**config.mk**
```make
export PLATFORM = sky130hd
export DESIGN_NAME = column_addr_hamming_enc
export DESIGN_NICKNAME = d
export VERILOG_FILES = /design/src/rtl/column_addr_hamming_enc_pkg.sv /design/src/rtl/column_addr_hamming_enc_fifo.sv /design/src/rtl/column_addr_hamming_enc.sv
export SDC_FILE = /design/constraint.sdc
export NUM_CORES = 1
export LEC_CHECK = 0
export ABC_CLOCK_PERIOD_IN_PS = 2900
export CELL_PAD_IN_SITES_DETAIL_PLACEMENT = 1
export CELL_PAD_IN_SITES_GLOBAL_PLACEMENT = 1
export CORE_MARGIN = 2
export CORE_UTILIZATION = 35
export CTS_CLUSTER_SIZE = 24
export DETAILED_ROUTE_END_ITERATION = 10
export GPL_TIMING_DRIVEN = 0
export PLACE_DENSITY_LB_ADDON = 0.12
export SLEW_MARGIN = 30
export SYNTH_ARGS = -nofsm -noshare
export SYNTH_HDL_FRONTEND = slang
export SYNTH_HIERARCHICAL = 1
export SYNTH_SLANG_ARGS = --single-unit
```
**constraint.sdc**
```tcl
create_clock -name clk -period 2.9 [get_ports clk]
set_clock_uncertainty 0.2 [all_clocks]
set_input_delay 0.87 -clock clk [delete_from_list [all_inputs] [get_ports clk]]
set_output_delay 0.87 -clock clk [all_outputs]
set_load 0.02 [all_outputs]
```
**src/rtl/column_addr_hamming_enc_pkg.sv**
```systemverilog
// Shared definitions for the column-address Hamming encoder: code layout and
// the (10,6) encode function used by the encoder and by its checkers.
package column_addr_hamming_enc_pkg;

    localparam int COL_W     = 6;
    localparam int PAR_W     = 4;
    localparam int CODE_W    = COL_W + PAR_W;
    localparam int PAR_LSB   = COL_W;
    localparam int INJ_IDX_W = 4;

    typedef logic [COL_W-1:0]     col_t;
    typedef logic [PAR_W-1:0]     par_t;
    typedef logic [CODE_W-1:0]    code_t;
    typedef logic [INJ_IDX_W-1:0] inj_idx_t;

    // Codeword layout is {p3,p2,p1,p0,d5..d0}; data sits unshifted in the low bits.
    function automatic code_t col_hamming_encode(input col_t d);
        par_t p;
        p[0] = d[0] ^ d[1] ^ d[3] ^ d[4];
        p[1] = d[0] ^ d[2] ^ d[3] ^ d[5];
        p[2] = d[1] ^ d[2] ^ d[3];
        p[3] = d[4] ^ d[5];
        return {p, d};
    endfunction

endpackage

```
**src/rtl/column_addr_hamming_enc_fifo.sv**
```systemverilog
// Generic DEPTH x DATA_W synchronous FIFO with valid/ready on both sides.
// A pop frees a slot in the same cycle; there is no write-to-read bypass.
module col_event_fifo #(
    parameter int DEPTH  = 4,
    parameter int DATA_W = 18
) (
    input  logic              clk,
    input  logic              rst_n,
    input  logic              wr_valid,
    output logic              wr_ready,
    input  logic [DATA_W-1:0] wr_data,
    output logic              rd_valid,
    input  logic              rd_ready,
    output logic [DATA_W-1:0] rd_data
);

    localparam int AW = $clog2(DEPTH);
    localparam int CW = AW + 1;

    logic [AW-1:0]     wr_ptr_q, wr_ptr_d;
    logic [AW-1:0]     rd_ptr_q, rd_ptr_d;
    logic [CW-1:0]     count_q, count_d;
    logic [DATA_W-1:0] mem_q [DEPTH];
    logic              full, empty, push, pop;

    always_comb begin
        full     = (count_q == CW'(DEPTH));
        empty    = (count_q == '0);
        wr_ready = !full || rd_ready;
        rd_valid = !empty;
        push     = wr_valid && wr_ready;
        pop      = rd_valid && rd_ready;
        wr_ptr_d = push ? wr_ptr_q + AW'(1) : wr_ptr_q;
        rd_ptr_d = pop  ? rd_ptr_q + AW'(1) : rd_ptr_q;
        count_d  = count_q + CW'(push) - CW'(pop);
        // Empty head reads as zero so storage need not be reset.
        rd_data  = empty ? '0 : mem_q[rd_ptr_q];
    end

    always_ff @(posedge clk or negedge rst_n) begin
        if (!rst_n) begin
            wr_ptr_q <= '0;
            rd_ptr_q <= '0;
            count_q  <= '0;
        end else begin
            wr_ptr_q <= wr_ptr_d;
            rd_ptr_q <= rd_ptr_d;
            count_q  <= count_d;
        end
    end

    always_ff @(posedge clk) begin
        if (push) begin
            mem_q[wr_ptr_q] <= wr_data;
        end
    end

endmodule

```
**src/rtl/column_addr_hamming_enc.sv**
```systemverilog
// End-of-column event front end: range-checks the column address, Hamming-encodes
// it, optionally flips one codeword bit for decoder testing, and queues the event.
module column_addr_hamming_enc
    import column_addr_hamming_enc_pkg::*;
#(
    parameter int DEPTH   = 4,
    parameter int PLD_W   = 8,
    parameter int MAX_COL = 39
) (
    input  logic              clk,
    input  logic              rst_n,
    input  logic              in_valid,
    output logic              in_ready,
    input  logic [COL_W-1:0]  in_col,
    input  logic [PLD_W-1:0]  in_pld,
    input  logic              inj_en,
    input  logic [3:0]        inj_bit,
    output logic              out_valid,
    input  logic              out_ready,
    output logic [CODE_W-1:0] out_code,
    output logic [PLD_W-1:0]  out_pld,
    output logic              overflow,
    output logic [7:0]        bad_col_cnt
);

    localparam int   ENT_W     = CODE_W + PLD_W;
    localparam col_t MAX_COL_V = COL_W'(MAX_COL);
    localparam inj_idx_t LAST_BIT = INJ_IDX_W'(CODE_W - 1);

    logic       col_legal, accept, push;
    logic       fifo_wr_valid, fifo_wr_ready;
    code_t      code_raw, flip_mask, code_wr;
    logic [ENT_W-1:0] fifo_wr_data, fifo_rd_data;

    logic       inj_pend_q, inj_pend_d;
    inj_idx_t   inj_idx_q, inj_idx_d;
    logic       overflow_q, overflow_d;
    logic [7:0] bad_cnt_q, bad_cnt_d;

    always_comb begin
        col_legal     = (in_col <= MAX_COL_V);
        accept        = in_valid && in_ready;
        fifo_wr_valid = in_valid && col_legal;
        push          = fifo_wr_valid && fifo_wr_ready;
        code_raw      = col_hamming_encode(in_col);
        // An out-of-range index still consumes the pending request, flipping nothing.
        flip_mask     = (inj_pend_q && (inj_idx_q <= LAST_BIT)) ? (CODE_W'(1) << inj_idx_q) : '0;
        code_wr       = code_raw ^ flip_mask;
        fifo_wr_data  = {code_wr, in_pld};
    end

    always_comb begin
        inj_pend_d = inj_pend_q;
        inj_idx_d  = inj_idx_q;
        if (push) begin
            inj_pend_d = 1'b0;
        end
        // A fresh request wins over one consumed in the same cycle.
        if (inj_en) begin
            inj_pend_d = 1'b1;
            inj_idx_d  = inj_bit;
        end
        overflow_d = overflow_q || (in_valid && !in_ready);
        bad_cnt_d  = bad_cnt_q;
        if (accept && !col_legal && (bad_cnt_q != 8'hFF)) begin
            bad_cnt_d = bad_cnt_q + 8'd1;
        end
    end

    always_ff @(posedge clk or negedge rst_n) begin
        if (!rst_n) begin
            inj_pend_q <= 1'b0;
            inj_idx_q  <= '0;
            overflow_q <= 1'b0;
            bad_cnt_q  <= '0;
        end else begin
            inj_pend_q <= inj_pend_d;
            inj_idx_q  <= inj_idx_d;
            overflow_q <= overflow_d;
            bad_cnt_q  <= bad_cnt_d;
        end
    end

    col_event_fifo #(
        .DEPTH  (DEPTH),
        .DATA_W (ENT_W)
    ) u_fifo (
        .clk      (clk),
        .rst_n    (rst_n),
        .wr_valid (fifo_wr_valid),
        .wr_ready (fifo_wr_ready),
        .wr_data  (fifo_wr_data),
        .rd_valid (out_valid),
        .rd_ready (out_ready),
        .rd_data  (fifo_rd_data)
    );

    always_comb begin
        in_ready    = fifo_wr_ready;
        out_code    = fifo_rd_data[ENT_W-1:PLD_W];
        out_pld     = fifo_rd_data[PLD_W-1:0];
        overflow    = overflow_q;
        bad_col_cnt = bad_cnt_q;
    end

endmodule

```
-- Word level (Yosys, flattened, before mapping)
Memory sizes are Yosys's and may differ from the RTL's.
Index checks and enable logic that the tools add are counted.
W data, S select, Z words.
- memories: 1
- output and inout bits: 29
- memory bits (writable): 72
- bits in registers: 21
- memory list (memory ; depth ; bits a word ; read ports ; clocked after Yosys merged registers in ; wr ports ; RTL line ; source):
    u_fifo.mem_q ; 4 ; 18 ; 1 ; 0 ; 1 ; column_addr_hamming_enc_fifo.sv:23 ; logic [DATA_W-1:0] mem_q [DEPTH];
- muxes and demuxes: 6
- eq/ne operators: 2
- bitwise logic cells: 10
- reductions and logical operators: 16
- add/subtract/negate cells: 5
- shift-type cells: 1
- order comparisons: 2
- operator list (cell ; count):
    $mux W18 ; 1
    $mux W10 ; 1
    $shl A1 B4 Y10 const A ; 1
    $xor A10 B10 Y10 ; 1
    $xor A1 B1 Y1 ; 9
    $add A8 B1 Y8 const B ; 1
    $logic_and A1 B1 Y1 ; 8
    $ne A8 B8 Y1 const B ; 1
    $le A6 B6 Y1 const B ; 1
    $add A2 B1 Y2 const B ; 2
    $le A4 B4 Y1 const B ; 1
    $logic_not A1 Y1 ; 4
    $mux W1 ; 4
    $add A3 B1 Y3 ; 1
    $eq A3 B3 Y1 const B ; 1
    $logic_not A3 Y1 ; 1
    $sub A3 B1 Y3 ; 1
    $logic_or A1 B1 Y1 ; 2
    $reduce_bool A2 Y1 ; 1

-- Depth between registers and ports, before layout
- depth in word-level cells: 6
- gate-level depth with buffers: 10
- gate-level depth less buffers: 10

-- Hierarchy
The synthesis kept the hierarchy.
- by module, submodules not included (module ; cells each ; area an instance (µm²) ; sequential area each (µm²) ; times used):
    col_event_fifo ; 151 ; 3131.8 ; 2337.2 ; 1
    column_addr_hamming_enc ; 88 ; 928.4 ; 350.3 ; 1

-- Worst setup path after synthesis
OpenSTA, ideal clock, no wires.
- kind: in2reg
- start point: input port out_ready
- end point: register u_fifo.count_q[2]
- arrival time: 2547 ps
- stages: 7
- slack: 31 ps
- library setup time: 123 ps
- cell sequence: or4b_1 -> buf_2 -> and2_4 -> ha_1 -> fa_1 -> xnor2_1 -> xnor2_1
- longest elaborated chain between the ends: 4
- ends and longest elaborated chain (what ; RTL line ; source):
    start, declared ; column_addr_hamming_enc.sv:19 ; input logic out_ready,
    $logic_or A1 B1 Y1 ; column_addr_hamming_enc_fifo.sv:29 ; wr_ready = !full || rd_ready;
    named net in_ready ; column_addr_hamming_enc.sv:13 ; output logic in_ready,
    $logic_and A1 B1 Y1 ; column_addr_hamming_enc_fifo.sv:31 ; push = wr_valid && wr_ready;
    named net u_fifo.push ; column_addr_hamming_enc_fifo.sv:24 ; logic full, empty, push, pop;
    $add A3 B1 Y3 ; column_addr_hamming_enc_fifo.sv:35 ; count_d = count_q + CW'(push) - CW'(pop);
    $sub A3 B1 Y3 ; column_addr_hamming_enc_fifo.sv:35 ;
    named net u_fifo.count_d[2] ; column_addr_hamming_enc_fifo.sv:22 ; logic [CW-1:0] count_q, count_d;
    end signal, assigned ; column_addr_hamming_enc_fifo.sv:48 ; count_q <= count_d;
    end, declared ; column_addr_hamming_enc_fifo.sv:22 ;
The timed path passes the listed nets, and every way through them passes these cells.
A chain may end at the register's enable or synchronous reset.

-- Worst setup path after layout
- start point: register u_fifo.rd_ptr_q[0]
- end point: output port out_code[8]
- longest elaborated chain between the ends: 2
- ends and longest elaborated chain (what ; RTL line ; source):
    start, declared ; column_addr_hamming_enc_fifo.sv:21 ; logic [AW-1:0] rd_ptr_q, rd_ptr_d;
    start signal, assigned ; column_addr_hamming_enc_fifo.sv:47 ; rd_ptr_q <= rd_ptr_d;
    $mem_v2 Z4 W18 ; -- ;
    $mux W18 ; column_addr_hamming_enc_fifo.sv:37 ; rd_data = empty ? '0 : mem_q[rd_ptr_q];
    end, declared ; column_addr_hamming_enc.sv:20 ; output logic [CODE_W-1:0] out_code,
Every way passes these cells.

==> results.yml <==
run_status:
  outcome: "finished, violations left"
  violations: "negative setup slack"
clock_tree:
  numCtsBuffers: 9
  cts_buffer_depth: 2
  clk_latency_ns: 0.34
  cts-hold-fix-buffers: 0
  cts.sinks: 93
  cts_root_buf: "clkbuf_16"
  ctsHtreeMaxLevel: 3
  cts_tree: "yes"
  clk_pin_slew_ns: 0.07
route:
  drc: 0
  vias_per_cell: 4.859
  totalWireLength_um: 7970
  num_vias: 2211
  routedWlPerCell_um: 17.52
  dr.pass1.iters: 6
  detail-route-antenna-nets: 0
  initialDrtViolationCount: 75
logic_synthesis:
  synth_top_flop_cell: "edfxtp_1"
  synth_edf_count: 72
  synth-seq-area-share: 0.6619
  synth_warnings: 6
  syn_nets: 273
  syn_area_um2: 4060
  synth_seq_cells: 93
  synth.distinct_cells: 34
  async_flop_share: 0.2258
  syn_area_per_cell_um2: 16.99
  syn_inst: 239
final_layout:
  nets: 341
  layout_common_cells: "edfxtp_1, clkdlybuf4s50_1, dfrtp_1"
  area_growth_pct: 25.73
  fill_cells: 1148
  drive_above_1_share: 0.3013
  final_common_cell: "edfxtp_1"
  antenna_cells: 0
timing:
  slew_headroom: 0.6172
  rsz0062_at_grt: "yes"
  hold_violations: 0
  setup_viol: 3
  finalSetupTns_ns: -0.06738
  fin_crit_sh: 1.011
  fin_ws_ns: -0.03070
  final.min_clock_period_ns: 2.931
  drv_slew: 0
  worst_slew_pin_slew_ns: 0.5729
  holdWs_ns: 0.2742
  clock.fmax_mhz: 341.2
power:
  power_frac_comb: 0.391
  p_sw_frac: 0.3182
  leakagePower_nw: 1.875
  pwr-share-seq: 0.370
  p_int_mw: 3.372
  clkPwrFrac: 0.239
  p_total_mw: 4.945
  ir_drop_uv: 427.6
  p_switching_mw: 1.574
  power_density_nw_per_um2: 968.7
grt:
  grt_usage: 0.1396
  grt_first_pass_wirelength_um: 13100
  antenna_found_initial: 0
  grt_max_degree: 22
  overflow: 0
  grt_pass1_vias: 2455
placed_design:
  hpwlAfterDp_um: 5238
  portBuffers: 51
  post-place-ws_ns: -0.7315
  globalplace.congestion: 0.7138
critical_path:
  ff2ff_path_depth: 8
  critPathMaxFanout: 5
  timing.rr.end: "u_fifo/count_q[2]$_DFF_PN0_"
  slowest_stage: "mux4_2"
  crit_arrival_ns: 1.86
  required_ns: 1.83
  rrSetupSlack_ns: 0.41
  cp-end-kind: "primary output"
  crit_chain: "bufbuf_16, mux4_2, and2_1, buf_2"
  start_kind: "flip-flop"
  crit_buf_inv: 2
  cp_top_family: "multiplexers"
  max_stage_delay_ns: 0.48
  r2r_start: "u_fifo/count_q[1]$_DFF_PN0_"
  crit_type: "flip-flop to primary output"
hold_path:
  min-delay-start: "overflow$_DFF_PN0_"
  hold_path_class: "flip-flop to flip-flop"
  worstHoldPathCells: 1
  min_delay_worst_endpoint: "overflow$_DFF_PN0_"
floorplanning:
  ios: 52
  initial_core_util: 0.3571
  die_area_um2: 12480
  core_area_um2: 11370
  row_count: 39
  die_w_um: 111.7
  die_y_um: 111.7
job:
  drv_cap: 0
[sequential cells by signal (all words and copies together), names as in the netlist]
| signal | count |
|---|---|
| bad_col_cnt | 8 |
| inj_idx_q | 4 |
| inj_pend_q | 1 |
| overflow | 1 |
| u_fifo/count_q | 3 |
| u_fifo/mem_q | 72 |
| u_fifo/rd_ptr_q | 2 |
| u_fifo/wr_ptr_q | 2 |
[how the worst max path moves through the flow]
stage,start,endpoint,slack (ns),depth (start not counted)
after floorplan,out_ready,u_fifo/count_q[2]$_DFF_PN0_,0.03,7
after global placement,in_col[4],u_fifo/mem_q[0][2]$_DFFE_PP_,-1.05,7
after detailed placement,in_col[5],u_fifo/count_q[2]$_DFF_PN0_,-0.73,10
after CTS,out_ready,in_ready,-0.08,4
after global routing,u_fifo/rd_ptr_q[0]$_DFFE_PN0P_,out_code[8],-0.07,4
final,u_fifo/rd_ptr_q[0]$_DFFE_PN0P_,out_code[8],-0.03,4
[repair_timing]
item | in CTS | in global routing
hold endpoints to repair | 0 | 0
setup buffers | 3 | 2
setup endpoints to repair | 94 | 80
gates cloned | 1 | 0
gates resized for setup | 110 | 10
pin swaps | 4 | 2
[metrics by stage]
step / util / instance area (um^2) / cells
6_report: 0.4490 / 5105 / 455
4_1_cts: 0.4473 / 5086 / 453
3_3_place_gp: 0.4177 / 4750 / 433
2_1_floorplan: - / 4060 / 239
5_1_grt: 0.4490 / 5105 / 455
3_5_place_dp: 0.4177 / 4750 / 433
[synthesized netlist by cell type (2+ instances only)]
master,number,share of area
edfxtp_1,72,0.53
dfrtp_1,21,0.13
and2_1,20,0.031
mux4_2,18,0.10
xnor2_1,17,0.037
ha_1,10,0.031
inv_1,9,0.0083
xor2_1,9,0.019
nand3_1,8,0.0099
buf_2,5,0.0062
nand2_1,5,0.0046
nor2_1,5,0.0046
and3_1,4,0.0062
clkbuf_1,4,0.0037
mux2_2,4,0.011
nand3b_1,4,0.0074
nor4_1,3,0.0046
a21o_1,2,0.0037
mux2_4,2,0.0074
nor3_1,2,0.0025
nor3b_1,2,0.0037
[cell families after synthesis]
kind of cell    synth area share
compound gates           0.01633
simple gates             0.08937
fa+ha+maj                0.03575
mux                       0.1183
xor+xnor                 0.06009
buf+inv                  0.01818
flops                     0.6619
[layer usage]
metal	share of wire	wire, um	track usage	vias up
li1	-	-	-	1034
met1	0.43	3412	0.1757	1123
met2	0.51	4079	0.2291	44
met3	0.037	295	0.02885	10
met4	0.023	183	0.07160	0
met5	0	0	0	-
[cell type report]
| type | instances | area [um^2] | area share |
|---|---|---|---|
| clock inverters | 4 | 46.29 | 0.009069 |
| flip-flops and latches | 93 | 2689 | 0.5267 |
| clock buffers | 12 | 256.5 | 0.05025 |
| plain buffers | 9 | 86.33 | 0.01691 |
| well taps | 143 | 178.9 | 0.03505 |
| multi-input cells | 128 | 1336 | 0.2618 |
| repair buffers | 57 | 478.0 | 0.09363 |
| inverters | 9 | 33.78 | 0.006618 |
[power groups by stage]
| stage | Clock [mW] | Sequential, mW | Combinational [mW] |
|---|---|---|---|
| 2_1_floorplan | 0 | 1.87 | 1.14 |
| 3_3_place_gp | 0 | 1.84 | 1.93 |
| 3_5_place_dp | 0 | 1.84 | 1.96 |
| 4_1_cts | 1.21 | 1.84 | 1.95 |
| 5_1_grt | 1.27 | 1.86 | 2.12 |
| 6_report | 1.18 | 1.83 | 1.93 |
(Power assumes the default switching activity.)
